## config.mk

```make
export PLATFORM = sky130hd
export DESIGN_NAME = vc_req_buffer
export DESIGN_NICKNAME = d
export VERILOG_FILES = /design/src/rtl/vc_req_buffer.sv
export SDC_FILE = /design/constraint.sdc
export NUM_CORES = 1
export LEC_CHECK = 0
export BUFFER_PORTS_ARGS = -buffer_cell sky130_fd_sc_hd__buf_2
export CAP_MARGIN = 20
export CORE_MARGIN = 1
export CORE_UTILIZATION = 56
export CTS_CLUSTER_DIAMETER = 200
export CTS_CLUSTER_SIZE = 30
export DETAILED_ROUTE_END_ITERATION = 10
export PLACE_DENSITY = 0.78
export SETUP_SLACK_MARGIN = 0.3
export SLEW_MARGIN = 20
export SYNTH_ARGS = -nofsm -noshare
export SYNTH_HDL_FRONTEND = slang
export SYNTH_SLANG_ARGS = --single-unit
```

## constraint.sdc

```tcl
create_clock -name clk -period 3.5 [get_ports clk]
set_input_delay 0 -clock clk [delete_from_list [all_inputs] [get_ports clk]]
set_output_delay 0 -clock clk [all_outputs]
set_load 0.005 [all_outputs]
```

## src/rtl/vc_req_buffer.sv

```systemverilog
// vc_req_buffer: input-side virtual-channel buffer acting as a requester for a
// round-robin arbiter. Flits are queued in a small FIFO; a head flit at the
// front raises req_o, the granted packet drains wormhole-style, and update_i_o
// pulses on the tail handshake so the arbiter can rotate its priority.
module vc_req_buffer #(
    parameter int unsigned FLIT_WIDTH = 34,
    parameter int unsigned DEPTH      = 4
) (
    input  logic                     clk,
    input  logic                     arst,
    input  logic                     in_valid_i,
    input  logic [FLIT_WIDTH-1:0]    in_flit_i,
    output logic                     in_ready_o,
    output logic                     req_o,
    input  logic                     grant_i,
    output logic                     update_i_o,
    output logic                     out_valid_o,
    output logic [FLIT_WIDTH-1:0]    out_flit_o,
    input  logic                     out_ready_i,
    output logic                     empty_o,
    output logic                     full_o,
    output logic [$clog2(DEPTH):0]   count_o,
    output logic                     proto_err_o
);

    localparam int unsigned PTR_W = $clog2(DEPTH);
    localparam logic [PTR_W:0] FULL_CNT = (PTR_W+1)'(DEPTH);

    typedef enum logic [1:0] {
        FT_HEAD      = 2'b00,
        FT_BODY      = 2'b01,
        FT_TAIL      = 2'b10,
        FT_HEAD_TAIL = 2'b11
    } flit_type_e;

    typedef enum logic [1:0] {
        S_IDLE,
        S_REQ,
        S_XFER
    } state_e;

    logic [FLIT_WIDTH-1:0] mem [DEPTH];
    logic [PTR_W-1:0]      wr_ptr;
    logic [PTR_W-1:0]      rd_ptr;
    state_e                state;
    logic                  first_flit;

    flit_type_e            head_type;
    logic                  head_is_head;
    logic                  head_is_tail;
    logic                  push;
    logic                  pop;
    logic                  pop_out;
    logic                  drop;

    // FIFO status and head-of-queue decode
    always_comb begin
        empty_o      = (count_o == '0);
        full_o       = (count_o == FULL_CNT);
        in_ready_o   = !full_o;
        out_flit_o   = mem[rd_ptr];
        head_type    = flit_type_e'(out_flit_o[FLIT_WIDTH-1 -: 2]);
        head_is_head = (head_type == FT_HEAD) || (head_type == FT_HEAD_TAIL);
        head_is_tail = (head_type == FT_TAIL) || (head_type == FT_HEAD_TAIL);
    end

    // Handshakes: downstream pops only while the packet holds the grant;
    // stray non-head flits at the front of an idle buffer are popped internally.
    always_comb begin
        req_o       = (state == S_REQ) || (state == S_XFER);
        out_valid_o = (state == S_XFER) && !empty_o && grant_i;
        pop_out     = out_valid_o && out_ready_i;
        update_i_o  = pop_out && head_is_tail;
        drop        = (state == S_IDLE) && !empty_o && !head_is_head;
        push        = in_valid_i && in_ready_o;
        pop         = pop_out || drop;
    end

    // Flit storage; contents need no reset since count gates visibility
    always_ff @(posedge clk) begin
        if (push) begin
            mem[wr_ptr] <= in_flit_i;
        end
    end

    // FIFO pointers and occupancy; pointers wrap naturally at DEPTH
    always_ff @(posedge clk or negedge arst) begin
        if (!arst) begin
            wr_ptr  <= '0;
            rd_ptr  <= '0;
            count_o <= '0;
        end else begin
            if (push) begin
                wr_ptr <= wr_ptr + 1'b1;
            end
            if (pop) begin
                rd_ptr <= rd_ptr + 1'b1;
            end
            case ({push, pop})
                2'b10:   count_o <= count_o + 1'b1;
                2'b01:   count_o <= count_o - 1'b1;
                default: count_o <= count_o;
            endcase
        end
    end

    // Request FSM with packet lock and sticky protocol-error flag
    always_ff @(posedge clk or negedge arst) begin
        if (!arst) begin
            state       <= S_IDLE;
            first_flit  <= 1'b0;
            proto_err_o <= 1'b0;
        end else begin
            case (state)
                S_IDLE: begin
                    if (!empty_o) begin
                        if (head_is_head) begin
                            state <= S_REQ;
                        end else begin
                            proto_err_o <= 1'b1;
                        end
                    end
                end
                S_REQ: begin
                    if (grant_i) begin
                        state      <= S_XFER;
                        first_flit <= 1'b1;
                    end
                end
                S_XFER: begin
                    if (pop_out) begin
                        first_flit <= 1'b0;
                        if (head_is_head && !first_flit) begin
                            proto_err_o <= 1'b1;
                        end
                        if (head_is_tail) begin
                            state <= S_IDLE;
                        end
                    end
                end
                default: begin
                    state <= S_IDLE;
                end
            endcase
        end
    end

endmodule

```

==> results of run 1 <==
-- cells in the final DEF, fill, tap and decap left out, types with 2 or more instances in the layout --
master / n
edfxtp_1: 136
buf_2: 82
dlygate4sd3_1: 40
mux4_2: 29
clkbuf_16: 16
inv_1: 13
ha_1: 10
dfrtp_1: 9
nor2_1: 6
mux4_1: 5
clkinvlp_4: 5
and3_2: 4
nand2_1: 4
xnor2_1: 3
o21ai_0: 3
xor2_1: 3
clkinv_2: 3
buf_4: 3
a21oi_2: 2
nor3_1: 2
a21oi_1: 2
a31oi_1: 2
inv_6: 2
dfrtp_2: 2
-- power breakdown --
part           internal, mW  switching, mW  leakage [nW]
combinational         0.885          0.896         0.995
clock                 0.934          0.669         0.247
sequential             2.34          0.150          1.37
-- kinds of logic after synthesis --
logic type | after synthesis | share of synthesized area (%)
AO/OA/AOI/OAI | 15 | 1.73
buffers and inverters | 22 | 2.58
XOR/XNOR | 6 | 0.918
adder cells (fa/ha/maj) | 11 | 2.53
multiplexers | 35 | 14.0
AND/OR/NAND/NOR | 22 | 2.18
flip-flops | 147 | 76.1
-- routing by layer --
metal	vias to the layer above	part of all wire (%)
met5	-	0
met1	1467	41
met4	0	1.7
met2	82	51
li1	1329	-
met3	18	5.3
-- flip-flops by register name, summed over array words and instances, names as in the netlist --
| register | flops |
|---|---|
| state | 2 |
| wr_ptr | 2 |
| first_flit | 1 |
| count_o | 3 |
| proto_err_o | 1 |
| mem | 136 |
| rd_ptr | 2 |
-- final timing paths --
| kind | end | cells after the start | slack, ps | from |
|---|---|---|---|---|
| worst max register to register | count_o[2]$_DFFE_PN0P_ | 10 | 590 | rd_ptr[1]$_DFFE_PN0N_ |
| worst min-delay path | mem[1][21]$_DFFE_PP_ | 2 | 230 | in_flit_i[21] |
| worst max-delay path | count_o[2]$_DFFE_PN0P_ | 10 | 590 | rd_ptr[1]$_DFFE_PN0N_ |
| worst min register to register | proto_err_o$_DFFE_PN0P_ | 1 | 460 | proto_err_o$_DFFE_PN0P_ |
| min in group asynchronous | state[1]$_DFFE_PN0P_ | 3 | 570 | arst |
| max in group asynchronous | rd_ptr[1]$_DFFE_PN0N_ | 3 | 2520 | arst |
-- worst max-delay path: stages, from the launching register on --
cell and delay [ps]:
dfrtp_2 580, mux4_2 410, ha_1 340, nand2b_1 200, a21oi_2 250, ha_1 220
inv_1 60, fa_1 370, xor2_1 150, nor2_1 110, xor2_1 150
-- through the flow --
| step | total power [mW] | hold slack [ps] | cell area [µm²] |
|---|---|---|---|
| 3_3_place_gp | 4.25 | -111 | 6240 |
| 6_report | 5.88 | 234 | 7170 |
| 2_1_floorplan | 3.74 | -296 | 5730 |
| 4_1_cts | 5.96 | 202 | 7170 |
| 5_1_grt | 6.22 | 209 | 7170 |
| 3_5_place_dp | 4.30 | -98.8 | 6240 |
-- synth_stat cells (all sizes together) (4+ instances only) --
| cell | instances |
|---|---|
| edfxtp | 136 |
| mux4 | 34 |
| inv | 13 |
| dfrtp | 11 |
| ha | 10 |
| buf | 9 |
| nor2 | 6 |
| a21oi | 4 |
| and3 | 4 |
| nand2 | 4 |
| o21ai | 4 |
-- area by class of cell --
cell class	count	area (µm²)	area share, %
Sequential cell	147	4360	60.9
Multi-Input combinational cell	89	1230	17.1
Timing Repair Buffer	125	833	11.6
Clock buffer	18	418	5.83
Tap cell	133	166	2.32
Clock inverter	13	113	1.57
Inverter	13	48.8	0.681
-- what timing repair did --
action                                 in CTS  in global routing
endpoints found under the hold margin     152                  0
hold buffers                               40                  0
buffers inserted                            0                  0
==> run metrics, run 1 <==
syn nets=308; global routing met2 resource utilization=34.5%; clk sinks=147; fmax=0.344 GHz; final setup violating endpoints=0; Setup WS post-layout=590 ps; area delta synth->final=25.1%; RSZ-0062 raised after global routing=no; outcome=complete, no violations; worst endpoint required time=3940 ps; Die X=103 µm; CTS buffer count=17; WL per Instance=17.7 µm; # DRC=0; final wirelength=9530 µm; fillers=603; worst clock skew=7.17 ps; synthesized area per cell=22.2 µm²; antenna-violating nets left=0; antenna diode instance count=0; Synth area leaders=edfxtp_1 71%, mux4_2 11%, dfrtp_1 4.8%; Finished Layout Cells=538; Clock transition at path regs=60 ps; Starting Density=58.1%; first-pass detailed-route iteration total=4; drt initial violations=131; critical path startpoint category=flip-flop; Synth Register Bits=147; Worst VDD drop=0.480 mV; largest net degree at the start of global routing=35; fin. max-slew vios=0; crit path kind=flip-flop to flip-flop; post-DP HPWL=5360 µm; CP arrival=3350 ps; Maximum Capacitance Violations=0; element type at the critical path end=flip-flop; die height=103 µm; Distinct cells, synth=34; CTS tree=yes; Final Hold Fails=0; grt ovf=0; vias in the first global route=2999; M3 GR Usage=6.51%; GPL Wtd Cong=0.768; via count=2896; Min-Delay Path Class=primary input to flip-flop; Synth top area share=71.3%; setup TNS=0 ps; GR peak layer=met2; min Tclk post-route=2910 ps; Buffers on Ports=82; core area=9860 µm²; global-route wire length before repair=14900 µm; Post-CTS Resized=0; DR vias/cell=5.38; worst skew pair latency=510 ps; area leader, netlist=edfxtp_1; clk buf depth=2; root buf cell=clkbuf_8; Core Util, Final=72.7%; Final period util=83.1%; post-synthesis async set-or-reset flop share=7.48%; Ports=83; FP Rows=36; die area=10600 µm²; pwr/cell area=820 nW/µm²; Total GRT Usage=20.4%; share of post-route cells with drive strength above 1=38.3%; Worst-Margin Slew=958 ps; Final nets=443; relative slew slack=36.1%; number of synthesized flops with an enable pin=136; H-Tree Depth=4; Leak=2.61 nW; dpl ws=600 ps; M1 GR Usage=24.4%; post-synth design cell area=5730 µm²; most common flop cell mapped by yosys=edfxtp_1; initial antenna violation count=0; placed instance count=467; peak fanout along the critical path=15; Post-Synthesis Cells=258; sequential area share after synthesis=76.1%; yosys warns=0
No activity file was read; power rests on OpenSTA's default activity.
==> run 2, diff against run 1 <==
- ABC_AREA: unset -> 1
- CORE_UTILIZATION: 56 -> 51
- PLACE_DENSITY: 0.78 -> 0.75
- clock period: 3.5 -> 2.4 ns (I/O delays scaled with it)
==> run metrics, run 2 <==
outcome=complete, but fails checks; failing checks=negative setup slack; first-pass detailed-route iteration total=5; count leader, synth=edfxtp_1; Total GRT Usage=21.3%; sequential area share after synthesis=75.0%; area delta synth->final=31.1%; Final nets=626; FP Rows=38; global-route wire length before repair=18100 µm; Synth area leaders=edfxtp_1 70%, o21ai_0 5.7%, nor2_1 4.9%; pwr/cell area=1300 nW/µm²; Final Hold Fails=0; DR vias/cell=5.29; share of post-route cells with drive strength above 1=29.9%; peak fanout along the critical path=8; fmax=0.406 GHz; Leak=2.87 nW; fillers=730; core area=11000 µm²; syn nets=475; internal power=6.52 mW; post-synth design cell area=5810 µm²; cell with the largest stage delay on the worst path=dfrtp_2; die height=109 µm; Ports=83; H-Tree Depth=4; critical path startpoint category=flip-flop; Buffers on Ports=82; Sequential Power Share=36.1%; via count=3859; combinational fraction of design power=39.2%; Maximum Capacitance Violations=0; clk buf depth=2; area of the multi-input gates=1360 µm²; Synth Register Bits=147; largest net degree at the start of global routing=45; Worst Hold Path Cells=5; worst skew pair latency=420 ps; antenna-violating nets left=0; Starting Density=52.9%; most common cell after layout, fill and taps aside=edfxtp_1; Clock transition at path regs=60 ps; Post-synth top cells=136 x edfxtp_1, 76 x nor2_1, 66 x o21ai_0; R2R Setup Slk=-60 ps; fin. max-slew vios=0; yosys warns=0; final setup violating endpoints=1; Worst VDD drop=0.652 mV; drt initial violations=315; commonest non-fill, non-tap cells in the layout=136 x edfxtp_1, 82 x buf_2, 69 x nor2_1; element type at the critical path end=flip-flop; GPL Wtd Cong=0.755; min Tclk post-route=2460 ps; Worst Hold Path EP=state[1]$_DFFE_PN0P_; Distinct cells, synth=29; post-DP HPWL=6910 µm; number of synthesized flops with an enable pin=136; dpl ws=-69.9 ps; worst clock skew=7.88 ps; CP arrival=2750 ps; clk sinks=147; die area=11800 µm²; area leader, netlist=edfxtp_1; CTS tree=yes; Post-Synthesis Cells=425; # DRC=0; switching pwr=3.41 mW; Final period util=103%; initial antenna violation count=0; grt ovf=0; FF/Latch Area=4360 µm²; Sw Ratio=34.3%; max reg flops=136; Clock power frac=24.7%; synthesized area per cell=13.7 µm²; root buf cell=clkbuf_16; vias in the first global route=3806; placed instance count=648; FF-to-FF path depth=14; worst endpoint required time=2690 ps; Setup WS post-layout=-60.1 ps; Die X=109 µm; Finished Layout Cells=729; largest reg by FF count=mem; hold path start=out_ready_i; most common flop cell mapped by yosys=edfxtp_1; crit path kind=flip-flop to flip-flop; Min-Delay Path Class=primary input to flip-flop; WL per Instance=16.8 µm; post-synthesis async set-or-reset flop share=7.48%; Worst-Margin Slew=503 ps; Synth top area share=70.3%; Crit Reg-Reg Startpoint=rd_ptr[0]$_DFFE_PN0N_; antenna diode instance count=0; worst reg2reg endpoint=count_o[2]$_DFFE_PN0P_; crit path cell chain=clkinv_4 -> nand2_4 -> a32oi_2 -> inv_2 -> ha_4 -> inv_4 -> nand2_4 -> o21ai_4 -> ha_2 -> inv_2 -> fa_2 -> a21oi_2 -> o21ai_1 -> xor2_1; Largest regs=mem: 136 flops, count_o: 3 flops; RSZ-0062 raised after global routing=yes; final wirelength=12300 µm; CTS buffer count=17; max incr delay on CP=470 ps; relative slew slack=66.3%
run 2: cell count changes in the layout (fill, tap and decap cells not counted), moves of 11 or more:
cell     previous run  this run
mux4_2             29         0
buf_4               3        29
o21ai_0             3        62
nor2_1              6        69
o22ai_1             1        32
nand2_1             4        15
run 2: worst max-delay path, delay by kind of cell, from the launching register on:
family | cells | cell delay [ps]
buffers and inverters | 4 | 290
xor gates and xnor gates | 1 | 140
DFF | 1 | 470
adders and majority gates | 3 | 790
and+or+nand+nor | 2 | 100
AOI/OAI and AO/OA | 4 | 560
run 2: area by class of cell:
type                       instances  area share [%]
sequential                       147            57.2
tap                              140            2.30
clock inverter                    11            1.46
timing repair buffer             153            14.0
multi-input combinational        231            17.8
inverter                          26            1.38
clock buffer                      21            5.78
run 2: kinds of logic (layout without fill, tap and decap cells):
kind of cell | Yosys count | in the layout | share of synthesized area, %
adders and majority gates | 11 | 11 | 2.50
DFF | 147 | 147 | 75.0
xor gates and xnor gates | 4 | 4 | 0.603
AOI/OAI and AO/OA | 110 | 110 | 10.6
and+or+nand+nor | 106 | 106 | 7.58
buffers and inverters | 47 | 211 | 3.77
run 2: repair_timing:
item	in CTS	in global routing
buffers inserted	7	4
hold buffers	38	0
hold endpoints to repair	148	0
setup endpoints to repair	2	9
pin swaps	5	6
gates resized for setup	4	12
run 2: stage by stage:
stage | power (mW) | utilization [%] | TNS (ps) | hold WS [ps] | area, µm²
after floorplan | 5.74 | - | -25490 | -296 | 5860
after global placement | 6.94 | 59.6 | 0 | -103 | 6550
after detailed placement | 7.07 | 59.6 | -69.9 | -102 | 6550
after CTS | 9.72 | 68.7 | -15.5 | 37.2 | 7550
after global routing | 10.5 | 69.4 | -234 | 88.6 | 7620
final | 9.92 | 69.4 | -60.1 | 63.1 | 7620
run 2: power by group through the flow:
stage               registers, mW  logic, mW  clock network [mW]
floorplan                    3.60       2.14                   0
global placement             3.60       3.33                   0
detailed placement           3.63       3.44                   0
CTS                          3.58       3.67                2.47
global route                 3.63       4.26                2.59
finish                       3.58       3.89                2.45
run 2: metal layers:
layer  global-route usage (%)  share of wire (%)
met5                        0                  0
met4                     10.5                1.7
met3                     4.60                5.3
met2                     37.3                 53
met1                     24.7                 40
run 2: how the worst max path moves through the flow:
stage | from | slack (ps) | to
2_1_floorplan | count_o[0]$_DFFE_PN0P_ | -190 | mem[0][0]$_DFFE_PP_
3_3_place_gp | rd_ptr[0]$_DFFE_PN0N_ | 8 | count_o[2]$_DFFE_PN0P_
3_5_place_dp | rd_ptr[0]$_DFFE_PN0N_ | -70 | count_o[2]$_DFFE_PN0P_
4_1_cts | rd_ptr[0]$_DFFE_PN0N_ | -20 | count_o[2]$_DFFE_PN0P_
5_1_grt | rd_ptr[0]$_DFFE_PN0N_ | -190 | count_o[2]$_DFFE_PN0P_
6_report | rd_ptr[0]$_DFFE_PN0N_ | -60 | count_o[2]$_DFFE_PN0P_
